--- config.mk ---
export PLATFORM = sky130hd
export DESIGN_NAME = parser
export DESIGN_NICKNAME = d
export VERILOG_FILES = /design/src/rtl/parser_pkg.sv /design/src/rtl/parser_token_fifo.sv /design/src/rtl/parser.sv
export SDC_FILE = /design/constraint.sdc
export NUM_CORES = 1
export LEC_CHECK = 0
export ABC_AREA = 0
export ABC_CLOCK_PERIOD_IN_PS = 3050
export BUFFER_PORTS_ARGS = -buffer_cell sky130_fd_sc_hd__buf_2
export CAP_MARGIN = 10
export CORE_MARGIN = 4
export CORE_UTILIZATION = 54
export DETAILED_ROUTE_END_ITERATION = 10
export GPL_ROUTABILITY_DRIVEN = 0
export MAX_ROUTING_LAYER = met4
export PLACE_DENSITY = 0.77
export SYNTH_ARGS = -nofsm -noshare
export SYNTH_HDL_FRONTEND = slang
export SYNTH_SLANG_ARGS = --single-unit
--- constraint.sdc ---
create_clock -name CLK -period 3.05 [get_ports CLK]
set_input_delay 0.915 -clock CLK [delete_from_list [all_inputs] [get_ports CLK]]
set_output_delay 0.915 -clock CLK [all_outputs]
set_load 0.01 [all_outputs]
--- src/rtl/parser_pkg.sv ---
// Shared token/instruction definitions for the lexer and parser.
// Latency: n/a (constants, types and one helper function only).
// Backpressure: n/a.
package parser_pkg;

  // Token tags produced by the lexer.
  localparam logic [7:0] TAG_NUM     = 8'h00;
  localparam logic [7:0] TAG_PLUS    = 8'h01;
  localparam logic [7:0] TAG_MINUS   = 8'h02;
  localparam logic [7:0] TAG_EQUAL   = 8'h03;
  localparam logic [7:0] TAG_SEMI    = 8'h04;
  localparam logic [7:0] TAG_VARNAME = 8'h05;
  localparam logic [7:0] TAG_CHAR    = 8'h80;
  localparam logic [7:0] TAG_RETURN  = 8'h81;

  // Stack-machine opcodes emitted by the parser.
  localparam logic [7:0] OP_PUSHI = 8'h01;
  localparam logic [7:0] OP_LOAD  = 8'h02;
  localparam logic [7:0] OP_ADD   = 8'h03;
  localparam logic [7:0] OP_SUB   = 8'h04;
  localparam logic [7:0] OP_STORE = 8'h05;
  localparam logic [7:0] OP_ALLOC = 8'h06;
  localparam logic [7:0] OP_RET   = 8'h07;
  localparam logic [7:0] OP_ERR   = 8'h0F;

  typedef enum logic [2:0] {
    ST_IDLE,
    ST_DECL_VAR,
    ST_DECL_SEMI,
    ST_ASG_EQ,
    ST_TERM,
    ST_OP,
    ST_EMIT_OP,
    ST_SYNC
  } state_e;

  typedef struct packed {
    logic [7:0] tag;
    logic [7:0] value;
  } token_t;

  typedef struct packed {
    logic [7:0] opcode;
    logic [7:0] operand;
  } instr_t;

  function automatic instr_t mk_instr(input logic [7:0] opcode, input logic [7:0] operand);
    instr_t r;
    r.opcode  = opcode;
    r.operand = operand;
    return r;
  endfunction

endpackage

--- src/rtl/parser_token_fifo.sv ---
// Token FIFO between lexer and parser FSM; DEPTH entries, sticky overflow flag.
// Latency: a pushed token is visible on pop_data from the next cycle.
// Backpressure: none upstream; a push while full without a same-cycle pop is dropped.
// Ports: clk/rst_n, push/push_data (write), pop/pop_data (read head),
//        full/empty status, overflow (sticky drop indicator).
module token_fifo
  import parser_pkg::*;
#(
  parameter int DEPTH = 4
) (
  input  logic   clk,
  input  logic   rst_n,
  input  logic   push,
  input  token_t push_data,
  input  logic   pop,
  output token_t pop_data,
  output logic   full,
  output logic   empty,
  output logic   overflow
);

  localparam int AW = $clog2(DEPTH);
  localparam logic [AW:0] PTR_ONE = {{AW{1'b0}}, 1'b1};

  token_t     mem [DEPTH];
  logic [AW:0] wr_ptr;
  logic [AW:0] rd_ptr;
  logic        do_push;
  logic        do_pop;

  // Pointers carry one extra wrap bit so full and empty are distinguishable.
  assign empty    = (wr_ptr == rd_ptr);
  assign full     = (wr_ptr[AW] != rd_ptr[AW]) && (wr_ptr[AW-1:0] == rd_ptr[AW-1:0]);
  assign do_pop   = pop && !empty;
  // At full, a same-cycle pop frees the slot the write lands in.
  assign do_push  = push && (!full || do_pop);
  assign pop_data = mem[rd_ptr[AW-1:0]];

  always_ff @(posedge clk) begin
    if (do_push) mem[wr_ptr[AW-1:0]] <= push_data;
  end

  always_ff @(posedge clk or negedge rst_n) begin
    if (!rst_n) begin
      wr_ptr   <= '0;
      rd_ptr   <= '0;
      overflow <= 1'b0;
    end else begin
      if (do_push) wr_ptr <= wr_ptr + PTR_ONE;
      if (do_pop)  rd_ptr <= rd_ptr + PTR_ONE;
      if (push && !do_push) overflow <= 1'b1;
    end
  end

endmodule

--- src/rtl/parser.sv ---
// Token-stream parser: turns lexer tokens into stack-machine instructions.
// Latency: instruction appears on O_VALID/O_DATA the cycle after the token pop.
// Backpressure: O_READY stalls token pops; tokens buffer in the FIFO, excess dropped (O_OVF).
// Ports: CLK/RST, I_VALID/I_DATA token input, O_VALID/O_READY/O_DATA instruction
//        output, O_OVF sticky FIFO overflow, O_ERR sticky syntax error.
module parser
  import parser_pkg::*;
#(
  parameter int DEPTH = 4
) (
  input  logic        CLK,
  input  logic        RST,
  input  logic        I_VALID,
  input  logic [15:0] I_DATA,
  output logic        O_VALID,
  input  logic        O_READY,
  output logic [15:0] O_DATA,
  output logic        O_OVF,
  output logic        O_ERR
);

  token_t     tok;
  logic       fifo_empty;
  logic       fifo_full_unused;   // the FSM only needs empty; full is handled inside the FIFO
  logic       pop;
  logic       slot_free;
  logic       tok_ok;
  state_e     state;
  logic       pend_vld;           // an ADD/SUB is waiting for its right-hand term
  logic       pend_sub;
  logic       tgt_ret;            // statement ends in RET rather than STORE
  logic [7:0] tgt_var;            // STORE target, or ALLOC variable

  token_fifo #(.DEPTH(DEPTH)) u_fifo (
    .clk       (CLK),
    .rst_n     (RST),
    .push      (I_VALID),
    .push_data (I_DATA),
    .pop       (pop),
    .pop_data  (tok),
    .full      (fifo_full_unused),
    .empty     (fifo_empty),
    .overflow  (O_OVF)
  );

  assign slot_free = !O_VALID || O_READY;
  // EMIT_OP produces an instruction without consuming a token, so it blocks pops.
  assign pop = !fifo_empty && (state != ST_EMIT_OP) && slot_free;

  // Is the head token legal in the current state?
  always_comb begin
    tok_ok = 1'b0;
    case (state)
      ST_IDLE:      tok_ok = tok.tag inside {TAG_CHAR, TAG_VARNAME, TAG_RETURN, TAG_SEMI};
      ST_DECL_VAR:  tok_ok = (tok.tag == TAG_VARNAME);
      ST_DECL_SEMI: tok_ok = (tok.tag == TAG_SEMI);
      ST_ASG_EQ:    tok_ok = (tok.tag == TAG_EQUAL);
      ST_TERM:      tok_ok = (tok.tag == TAG_NUM) || (tok.tag == TAG_VARNAME);
      ST_OP:        tok_ok = tok.tag inside {TAG_PLUS, TAG_MINUS, TAG_SEMI};
      default:      tok_ok = 1'b1;
    endcase
  end

  always_ff @(posedge CLK or negedge RST) begin
    if (!RST) begin
      state    <= ST_IDLE;
      O_VALID  <= 1'b0;
      O_DATA   <= 16'h0000;
      O_ERR    <= 1'b0;
      pend_vld <= 1'b0;
      pend_sub <= 1'b0;
      tgt_ret  <= 1'b0;
      tgt_var  <= 8'h00;
    end else begin
      // Consumer took the current instruction; a new emission below overrides this.
      if (O_READY) O_VALID <= 1'b0;

      if (state == ST_EMIT_OP) begin
        if (slot_free) begin
          O_VALID  <= 1'b1;
          O_DATA   <= mk_instr(pend_sub ? OP_SUB : OP_ADD, 8'h00);
          pend_vld <= 1'b0;
          state    <= ST_OP;
        end
      end else if (pop) begin
        if (state == ST_SYNC) begin
          if (tok.tag == TAG_SEMI) state <= ST_IDLE;
        end else if (!tok_ok) begin
          O_VALID  <= 1'b1;
          O_DATA   <= mk_instr(OP_ERR, tok.tag);
          O_ERR    <= 1'b1;
          pend_vld <= 1'b0;
          state    <= ST_SYNC;
        end else begin
          case (state)
            ST_IDLE: begin
              case (tok.tag)
                TAG_CHAR:    state <= ST_DECL_VAR;
                TAG_VARNAME: begin
                  tgt_ret <= 1'b0;
                  tgt_var <= tok.value;
                  state   <= ST_ASG_EQ;
                end
                TAG_RETURN:  begin
                  tgt_ret <= 1'b1;
                  state   <= ST_TERM;
                end
                default: ;  // empty statement
              endcase
            end
            ST_DECL_VAR: begin
              tgt_var <= tok.value;
              state   <= ST_DECL_SEMI;
            end
            ST_DECL_SEMI: begin
              O_VALID <= 1'b1;
              O_DATA  <= mk_instr(OP_ALLOC, tgt_var);
              state   <= ST_IDLE;
            end
            ST_ASG_EQ: state <= ST_TERM;
            ST_TERM: begin
              O_VALID <= 1'b1;
              O_DATA  <= mk_instr((tok.tag == TAG_NUM) ? OP_PUSHI : OP_LOAD, tok.value);
              // Postfix order: the operator follows its right-hand term.
              state   <= pend_vld ? ST_EMIT_OP : ST_OP;
            end
            ST_OP: begin
              if (tok.tag == TAG_SEMI) begin
                O_VALID <= 1'b1;
                O_DATA  <= tgt_ret ? mk_instr(OP_RET, 8'h00) : mk_instr(OP_STORE, tgt_var);
                state   <= ST_IDLE;
              end else begin
                pend_vld <= 1'b1;
                pend_sub <= (tok.tag == TAG_MINUS);
                state    <= ST_TERM;
              end
            end
            default: state <= ST_IDLE;
          endcase
        end
      end
    end
  end

endmodule
==> summary.md <==
Summed over all cells, the static leakage comes to 2.087 nW. In this run the critical register-to-register path is launched from u_fifo.rd_ptr[0]. In the synthesized netlist the async set-or-reset flop fraction comes to 35.35%. The logs give 8258 sq um for the standard cell core area and 0 for the count of final max-slew check failures. The class of the worst hold path was reg -> reg. After clock tree synthesis, the clock-pin slew on the worst setup and hold paths is 0.10 ns.

The maximum clock path buffer count came out at 2. Buffer type at the clock tree root: sky130_fd_sc_hd__clkbuf_8. Measured against its own limit, the worst slew margin works out to 40.33%. The startpoint identified for the worst hold timing path is u_fifo.overflow. Net switching is 37.28% of the power.

The total routing resource utilization after global routing is 20.20%. In the layout the commonest cells are sky130_fd_sc_hd__edfxtp_1 (64), sky130_fd_sc_hd__dfrtp_1 (35), sky130_fd_sc_hd__buf_2 (34), sky130_fd_sc_hd__mux2_2 (23), sky130_fd_sc_hd__buf_4 (20). Entering global routing, the biggest net connects 36 pins.

In the routed layout, each cell is associated on average with a via count of 5.932. Input and output buffers added on the ports amount to 34. The synthesized design contains 64 enable-type register cells.

The reg2reg setup slack was 0.06 ns; the cts-stage hold buffer count was 0. For the number of antenna violations at the first check in global routing, the log shows 0. In this run the number of H-tree levels came out at 3. Global-route wire length before repair: 14950 um. Sequential cells were found to cover 61.03% of the synthesized design area. In this run the cell area of the synthesized design comes to 4584 sq um. The period utilization is 97.97%, and the maximum vdd drop is 0.5759 mV.

Of the cells placed in the final design, the portion with a size suffix greater than 1 is 37.06%. By area the synthesized netlist is led by sky130_fd_sc_hd__edfxtp_1 (42%), sky130_fd_sc_hd__dfrtp_1 (19%), sky130_fd_sc_hd__mux4_2 (7.4%). The tools report the area of combinational cells with multiple inputs as 1735 sq um. The predominant post-synthesis flop cell was sky130_fd_sc_hd__edfxtp_1.

The worst path required time came out at 3.31 ns. For the CTS buffer count, the log shows 9. Setup-violating endpoint count in the final report: 0. The number of instances on the worst hold path is 1. The worst hold path terminates at u_fifo.overflow.

Across the run, the number of max-cap violations was 0. The worst path arrival time is 3.25 ns, and the number of distinct library cells after synthesis is 56. Clock skew on the completed layout was measured at 0.009869 ns.

The logs give 2798 sq um for the sequential cell area and 2800 for the vias after detailed routing. The tools report the number of global-route vias before repair as 2849. STA classifies the critical path endpoint as a register.

The clock reaches the later pin of the worst-skew pair after 0.37 ns. For the pin with the worst max-slew slack, the measured transition is 0.8857 ns. The number of nets in the layout is 387, and the peak clock frequency supported by timing is 334.7 MHz.

The HPWL after detailed placement is 6231 um. Overall routed net length: 9436 um. The logs give 36.8% for the sequential group share of total power and 305 for the number of cells produced by synthesis. Subtracting the final worst setup slack from the clock period gives 2.988 ns. The signed area change from the synthesized netlist to the final layout was 16.51%; the filler cell count was 602.

The tools report the residual antenna-violating net count after detailed routing as 0. Dividing total power by cell area gives a power density of 1040 nW/um^2. Dividing the detail-routed wire length by the instance count gives 19.99 um. Leaving out fill and tap cells, the most frequent cell in the layout is sky130_fd_sc_hd__edfxtp_1. The category of the critical setup timing path was reg -> reg. Launching element type of the critical path: a register.

Measured along the x axis, the die boundary spans 100.1 um. Number of iterations in the first detailed-routing pass: 4. TritonCTS built the clock tree.

Reported net switching power: 2.070 mW. The area enclosed by the die boundary is 10030 sq um, and the count of final hold-check violations is 0. Combinational logic burns 46.6% of the power. After synthesis the netlist holds a flip-flop and latch count of 99. After detailed placement, the design holds a cell count of 449. Along the worst path, the maximum fanout reaches 7. From bottom edge to top edge, the die measures 100.1 um. Measured in cells, the most critical reg-to-reg path has a length of 9. The final cell count without fillers is 472. The DRC violation count after routing was 0. After floorplanning, the core was divided into 33 placement rows. The proportion of power drawn by the clock network was 16.6%; the average cell area after synthesis was 15.03 sq um.

Clock tree synthesis found a total of 99 sinks. After routing, the total negative slack on setup checks comes to 0 ns. The violation count after the first detailed-routing iteration was 191; the initial core utilization was 55.52%.

0 antenna diodes ended up in the layout. The endpoint of the worst register-to-register path is state[1]. After layout, the worst setup slack is 0.06203 ns.

At the placement stage, the worst setup path has a slack of 0.01424 ns. The I/O pin total is 39, and the yosys synthesis warning count is 0. Internal power summed over all cells: 3.483 mW. The share of Yosys cell area claimed by the top area cell type is 41.92%. The synthesized design spends more area on one cell type than any other, namely sky130_fd_sc_hd__edfxtp_1. The total grt overflow is 0. The flow ran to the end, and the final reports show no timing, DRC or antenna violations.
[state kept, by name, summed over array words and instances (netlist names)]
register,cells
u_fifo.mem,64
O_DATA,12
tgt_var,8
state,3
u_fifo.rd_ptr,3
u_fifo.wr_ptr,3
O_ERR,1
O_VALID,1
pend_sub,1
pend_vld,1
tgt_ret,1
u_fifo.overflow,1
[power by group through the flow]
stage / registers [mW] / logic [mW] / clock network, mW
3_3_place_gp: 2.05 / 2.31 / 0
5_1_grt: 2.08 / 2.82 / 1.00
4_1_cts: 2.04 / 2.40 / 0.945
2_1_floorplan: 1.98 / 1.74 / 0
3_5_place_dp: 2.06 / 2.35 / 0
6_report: 2.04 / 2.59 / 0.921
[critical path: stages, from the launching register on]
cell and delay (ns):
sky130_fd_sc_hd__dfrtp_1 0.42, sky130_fd_sc_hd__buf_4 0.19, sky130_fd_sc_hd__mux4_2 0.62, sky130_fd_sc_hd__buf_4 0.20, sky130_fd_sc_hd__a31oi_4 0.22, sky130_fd_sc_hd__o21ai_0 0.14, sky130_fd_sc_hd__or3_4 0.39, sky130_fd_sc_hd__clkbuf_16 0.17
sky130_fd_sc_hd__a31oi_2 0.22, sky130_fd_sc_hd__mux2_4 0.32
[Yosys cell counts (3+ instances only)]
library cell               number
sky130_fd_sc_hd__edfxtp_1      64
sky130_fd_sc_hd__dfrtp_1       35
sky130_fd_sc_hd__mux2_2        23
sky130_fd_sc_hd__nand2_1       16
sky130_fd_sc_hd__mux4_2        15
sky130_fd_sc_hd__nor2_1        10
sky130_fd_sc_hd__o21ai_0       10
sky130_fd_sc_hd__inv_1          9
sky130_fd_sc_hd__mux2i_1        9
sky130_fd_sc_hd__xor2_1         8
sky130_fd_sc_hd__a22o_1         7
sky130_fd_sc_hd__and2_1         6
sky130_fd_sc_hd__buf_4          6
sky130_fd_sc_hd__nor2b_1        6
sky130_fd_sc_hd__a21oi_1        5
sky130_fd_sc_hd__ha_1           5
sky130_fd_sc_hd__mux2_4         5
sky130_fd_sc_hd__xnor2_1        5
sky130_fd_sc_hd__a31oi_1        4
sky130_fd_sc_hd__clkbuf_1       4
sky130_fd_sc_hd__a21o_1         3
sky130_fd_sc_hd__buf_6          3
sky130_fd_sc_hd__nor3_1         3
sky130_fd_sc_hd__or3_1          3
[per-stage QoR]
stage	util, %	power [mW]	instance area (sq um)	hold WS [ns]
global placement	60.11	4.353	4964	0.4394
global route	64.68	5.899	5341	0.4712
finish	64.68	5.554	5341	0.4625
floorplan	-	3.718	4596	0.4607
CTS	63.11	5.382	5211	0.4658
detailed placement	60.11	4.417	4964	0.4412
[area by class of cell]
class,count,share of cell area [%]
clock buffer,9,2.319
clock inverter,7,1.921
inverter,9,0.6325
multi-input combinational,184,32.49
sequential,99,52.38
tap,105,2.460
timing repair buffer,59,7.800
[cell families after synthesis]
kind of cell | synth area share, %
flops | 61.03
mux | 16.62
other cells | 0.08180
simple gates | 7.587
fa+ha+maj | 1.365
compound gates | 7.779
xor+xnor | 2.484
buf+inv | 3.056
[worst max-delay path by stage]
stage                          start         end  slack [ns]  cells past startpoint
floorplan           u_fifo.rd_ptr[0]   O_DATA[3]        0.11                     10
global placement    u_fifo.rd_ptr[0]   O_DATA[0]        0.06                      9
detailed placement  u_fifo.rd_ptr[0]   O_DATA[0]        0.01                      9
CTS                 u_fifo.rd_ptr[0]  tgt_var[4]        0.02                      9
global route        u_fifo.rd_ptr[0]    state[1]       -0.04                      9
finish              u_fifo.rd_ptr[0]    state[1]        0.06                      9
[what timing repair did]
item / CTS / global route
gates cloned: 0 / 1
resized for setup: 1 / 13
setup buffers: 2 / 4
pin swaps: 0 / 3
endpoints found under the setup margin: 9 / 19
[layer usage]
metal  global-route usage [%]  routed length, um  vias to the layer above  part of all wire (%)
li1                         -                  -                     1267                     -
met3                    4.031                443                       30                   4.7
met1                    24.58               3866                     1399                    41
met4                    6.632                263                        0                   2.8
met2                    34.00               4862                      104                    52
met5                        -                  0                        -                     0
No activity file was read; power rests on OpenSTA's default activity.
